### config.mk
export PLATFORM = sky130hd
export DESIGN_NAME = frame_column_loader
export DESIGN_NICKNAME = d
export VERILOG_FILES = /design/src/rtl/frame_cfg_pkg.sv /design/src/rtl/frame_strobe_decode.sv /design/src/rtl/frame_column_loader.sv
export SDC_FILE = /design/constraint.sdc
export NUM_CORES = 1
export LEC_CHECK = 0
export ABC_AREA = 0
export BUFFER_PORTS_ARGS = -buffer_cell sky130_fd_sc_hd__buf_2
export CAP_MARGIN = 0
export CELL_PAD_IN_SITES_DETAIL_PLACEMENT = 0
export CELL_PAD_IN_SITES_GLOBAL_PLACEMENT = 1
export CORE_MARGIN = 2
export CORE_UTILIZATION = 31
export DETAILED_ROUTE_END_ITERATION = 6
export PLACE_DENSITY_LB_ADDON = 0.1
export SYNTH_ARGS = -nofsm -noshare
export SYNTH_HDL_FRONTEND = slang
export SYNTH_SLANG_ARGS = --single-unit
### constraint.sdc
create_clock -name CLK -period 2.92 [get_ports CLK]
set_input_delay 0.73 -clock CLK [delete_from_list [all_inputs] [get_ports CLK]]
set_output_delay 0.73 -clock CLK [all_outputs]
set_load 0.02 [all_outputs]
### src/rtl/frame_cfg_pkg.sv
// rtl/frame_cfg_pkg.sv - shared FSM states, sync word and header field positions for the frame column loader
package frame_cfg_pkg;

    typedef enum logic [2:0] {
        IDLE,
        HEADER,
        SKIP,
        DATA,
        STROBE
    } state_t;

    localparam logic [31:0] SYNC_WORD    = 32'hFAB0_FAB1;

    localparam int          HDR_DESYNC   = 31;
    localparam int          HDR_COL_HI   = 12;
    localparam int          HDR_COL_LO   = 8;
    localparam int          HDR_FRAME_HI = 4;
    localparam int          HDR_FRAME_LO = 0;

endpackage

### src/rtl/frame_strobe_decode.sv
// rtl/frame_strobe_decode.sv - 5-bit frame index to one-hot strobe decoder with out-of-range flag
// Ports: index (frame index in), onehot (one-hot strobe out, all zero when out of range),
//        out_of_range (index >= MaxFramesPerCol).
module frame_strobe_decode #(
    parameter int MaxFramesPerCol = 20
) (
    input  logic [4:0]                 index,
    output logic [MaxFramesPerCol-1:0] onehot,
    output logic                       out_of_range
);

    always_comb begin
        onehot       = '0;
        out_of_range = (int'(index) >= MaxFramesPerCol);
        for (int i = 0; i < MaxFramesPerCol; i++) begin
            onehot[i] = (int'(index) == i);
        end
    end

endmodule

### src/rtl/frame_column_loader.sv
// rtl/frame_column_loader.sv - sync-locked configuration word loader driving FrameData/FrameStrobe of one fabric column
// Ports: CLK, resetn (async active-low); WriteData/WriteValid/WriteReady word stream in;
//        FrameData/FrameStrobe to the column tiles; ConfigActive (synced); FrameError (sticky).
module frame_column_loader
    import frame_cfg_pkg::*;
#(
    parameter int MaxFramesPerCol = 20,
    parameter int FrameBitsPerRow = 32,
    parameter int ColumnIndex     = 0
) (
    input  logic                       CLK,
    input  logic                       resetn,
    input  logic [31:0]                WriteData,
    input  logic                       WriteValid,
    output logic                       WriteReady,
    output logic [FrameBitsPerRow-1:0] FrameData,
    output logic [MaxFramesPerCol-1:0] FrameStrobe,
    output logic                       ConfigActive,
    output logic                       FrameError
);

    state_t                     state, state_next;
    logic   [4:0]               frame_idx;
    logic   [4:0]               dec_index;
    logic   [MaxFramesPerCol-1:0] dec_onehot;
    logic                       dec_oor;
    logic                       accept;
    logic                       latch_idx;
    logic                       load_data;
    logic                       set_error;
    logic   [4:0]               hdr_col;

    // Ready depends on state only so the upstream valid never loops back into ready.
    assign WriteReady = (state != STROBE);
    assign accept     = WriteValid && WriteReady;
    assign hdr_col    = WriteData[HDR_COL_HI:HDR_COL_LO];

    // One decoder serves both the header range check and the data-phase strobe.
    assign dec_index  = (state == DATA) ? frame_idx : WriteData[HDR_FRAME_HI:HDR_FRAME_LO];

    frame_strobe_decode #(
        .MaxFramesPerCol(MaxFramesPerCol)
    ) u_decode (
        .index       (dec_index),
        .onehot      (dec_onehot),
        .out_of_range(dec_oor)
    );

    always_comb begin
        state_next = state;
        latch_idx  = 1'b0;
        load_data  = 1'b0;
        set_error  = 1'b0;
        case (state)
            IDLE: begin
                if (accept && WriteData == SYNC_WORD) state_next = HEADER;
            end
            HEADER: begin
                if (accept) begin
                    // The sync word has the desync bit set, so it must be matched first
                    // to stay a harmless re-sync while already locked.
                    if (WriteData == SYNC_WORD) begin
                        state_next = HEADER;
                    end else if (WriteData[HDR_DESYNC]) begin
                        state_next = IDLE;
                    end else if (hdr_col != 5'(ColumnIndex)) begin
                        state_next = SKIP;
                    end else if (dec_oor) begin
                        set_error  = 1'b1;
                        state_next = SKIP;
                    end else begin
                        latch_idx  = 1'b1;
                        state_next = DATA;
                    end
                end
            end
            SKIP: begin
                if (accept) state_next = HEADER;
            end
            DATA: begin
                if (accept) begin
                    load_data  = 1'b1;
                    state_next = STROBE;
                end
            end
            STROBE: begin
                state_next = HEADER;
            end
            default: begin
                state_next = IDLE;
            end
        endcase
    end

    always_ff @(posedge CLK or negedge resetn) begin
        if (!resetn) begin
            state        <= IDLE;
            frame_idx    <= '0;
            FrameData    <= '0;
            FrameStrobe  <= '0;
            FrameError   <= 1'b0;
            ConfigActive <= 1'b0;
        end else begin
            state        <= state_next;
            ConfigActive <= (state_next != IDLE);
            // Strobe is only ever loaded for the single cycle after a data word.
            FrameStrobe  <= load_data ? dec_onehot : '0;
            if (latch_idx) frame_idx <= WriteData[HDR_FRAME_HI:HDR_FRAME_LO];
            if (load_data) FrameData <= FrameBitsPerRow'(WriteData);
            if (set_error) FrameError <= 1'b1;
        end
    end

endmodule

==> out/results.txt <==
multi-input logic area - 940 sq um
die width - 95.3 um
CTS tree - yes
GR Util met1 - 0.219
Final Non-Filler Cells - 462
slew margin rel. - 0.549
RSZ-0062 raised after global routing - no
Antenna diodes - 0
period utilisation layout - 0.652
top cell type's share of synthesized area - 0.600
Final Max Slew Viols - 0
GRT overflow - 0
CTS root buffer - clkbuf_8
met3 Usage GRT - 0.0379
die span in y - 95.3 um
vias in the first global route - 2077
Register Area - 1550 sq um
Seq/Total Area, Yosys - 0.600
Layout area overhead - 28.4%
GPL Wtd Cong - 0.759
DRC viols - 0
Worst Hold Class - input port to async pin
Mapped Nets - 295
# port buffers - 89
worst-path maximum fanout - 9
boundary pin count - 90
die area - 9080 sq um
status - finished clean
Area contributors post-synth - dfrtp_1, nand2_1, nor2_1
CP required - 2.19 ns
Fin Hold WS - 0.421 ns
Via density - 4.47
buffer depth of the longest clock path - 2
met2 Resource Use GR - 0.222
layout cell share with drive strength beyond 1 - 0.325
fmax - 0.526 GHz
clock slew at reported path FFs - 0.07 ns
post-CTS setup buffers - 0
DRT Pass-1 Iters - 4
Num CTS Buffers - 9
Core Area - 8130 sq um
Post-Syn Area - 2580 sq um
DRT iter0 DRCs - 81
largest net degree at the start of global routing - 35
Final Setup Violations - 0
DR vias - 2063
Worst EP arrival - 1.17 ns
Core Util, Final - 0.408
overall power - 1.68 mW
Sink Count - 62
YS warnings - 0
min Tclk post-route - 1.90 ns
Fill cells - 855
final wirelength - 6380 um
htree depth - 3
leakage - 1.95 nW
WL/cell - 13.8 um
GRT Max-Usage Layer - met2
initial antenna violation count - 0
placed cells - 447
first-pass GRT wire length - 10500 um
Synth Instances - 260
clk_lat worst skew - 0.33 ns
nets - 388
ANT nets after route - 0
syn_area_per_cell - 9.94 sq um
Clock Skew - 0.00386 ns
Worst-Margin Slew - 0.677 ns
Initial Util - 0.318
maximum vdd ir drop - 0.173 mV
#FFs+latches synth - 62
GRT Total Usage - 0.154
CTS resizes - 0
worst setup path category - register to output port
Setup TNS - 0 ns
CP Capture Type - output port
Max-Cap Viols - 0
Fin. Hold Viols - 0
# rows - 33
Startpoint Class - register
post-synthesis cell type count - 33
DP HPWL - 4660 um
Hold-fix buffers, CTS - 0
largest area contributor in the netlist - dfrtp_1
pwr/cell area - 505 nW/um^2
power breakdown:
| part | switching [mW] | internal [mW] | total, mW |
|---|---|---|---|
| Sequential | 0.0000798 | 0.859 | 0.859 |
| Clock | 0.328 | 0.410 | 0.738 |
| Combinational | 0.0488 | 0.0297 | 0.0785 |
| Total | 0.377 | 1.30 | 1.68 |
worst max-delay path: stages (launching register included):
cell	delay, ns
dfrtp_1	0.49
nor2_1	0.13
nand2_1	0.06
buf_2	0.17
flip-flops by register name, summed over array words and instances, names as in the netlist:
| signal | flops |
|---|---|
| FrameError | 1 |
| state | 3 |
| frame_idx | 5 |
| ConfigActive | 1 |
| FrameData | 32 |
| FrameStrobe | 20 |
area by class of cell:
type	count	area share
sequential	62	0.468
multi-input combinational	182	0.283
timing repair buffer	93	0.147
clock buffer	11	0.0426
tap	105	0.0396
clock inverter	4	0.0143
inverter	5	0.00566
synth_stat cells:
| library cell | instances |
|---|---|
| mux2_2 | 5 |
| nor4_1 | 3 |
| buf_4 | 1 |
| a21oi_1 | 1 |
| nand2_1 | 94 |
| a21o_1 | 2 |
| a31oi_1 | 3 |
| o41ai_1 | 1 |
| nand2b_1 | 4 |
| nand3b_1 | 2 |
| nand4_1 | 2 |
| nor2b_1 | 8 |
| mux2i_1 | 5 |
| clkbuf_1 | 3 |
| nor3_4 | 1 |
| dfrtp_1 | 62 |
| mux2i_4 | 1 |
| o21ai_0 | 7 |
| buf_2 | 5 |
| or4b_2 | 1 |
| nor3_1 | 1 |
| nand4b_1 | 3 |
| nor2_1 | 28 |
| nand3_1 | 2 |
| a41oi_1 | 1 |
| buf_12 | 1 |
| o31a_1 | 1 |
| nor3b_1 | 2 |
| buf_6 | 1 |
| inv_1 | 5 |
| nand3b_4 | 1 |
| or4bb_1 | 1 |
| and3b_1 | 2 |
metrics by stage:
step           area (sq um)  setup slack (ns)
6_report               3320              1.02
5_1_grt                3320             0.859
4_1_cts                3320             0.998
3_5_place_dp           3130             0.650
3_3_place_gp           3130             0.702
2_1_floorplan          2580             0.987
kinds of logic after synthesis:
group	after synthesis	share of synthesized area
AOI/OAI and AO/OA	16	0.0387
buffers and inverters	16	0.0363
DFF	62	0.600
muxes	11	0.0499
and+or+nand+nor	155	0.275
final timing paths:
| kind | start | end | slack (ns) | cells past startpoint |
|---|---|---|---|---|
| min in group CLK | FrameError$_DFFE_PN0P_ | FrameError$_DFFE_PN0P_ | 0.45 | 1 |
| max in group asynchronous | resetn | FrameData[11]$_DFFE_PN0P_ | 1.87 | 2 |
| max reg2reg | state[2]$_DFF_PN0_ | frame_idx[1]$_DFFE_PN0P_ | 1.07 | 4 |
| min | resetn | FrameData[23]$_DFFE_PN0P_ | 0.42 | 1 |
| max | state[1]$_DFF_PN0_ | WriteReady | 1.02 | 3 |
| min reg2reg | FrameError$_DFFE_PN0P_ | FrameError$_DFFE_PN0P_ | 0.45 | 1 |
cell usage in the layout, fill, tap and decap left out, drive strengths merged, types with 2 or more instances in the layout:
cell type and n:
mux2 5, nand3 2, nor4 3, and3b 2
nand4b 3, o21ai 7, a21o 2, nor2 28
clkinv 2, nor3 2, nor2b 8, dfrtp 62
buf 93, inv 5, nand2 94, mux2i 6
nand3b 3, nor3b 2, nand2b 4, clkbuf 11
a31oi 3, nand4 2
metal layers:
metal,share of wire,wire length [um],vias to the layer above
met4,0.021,136,0
met2,0.43,2740,53
li1,-,-,1030
met3,0.060,381,11
met5,0,0,-
met1,0.49,3130,969
No activity file was read; power rests on OpenSTA's default activity.
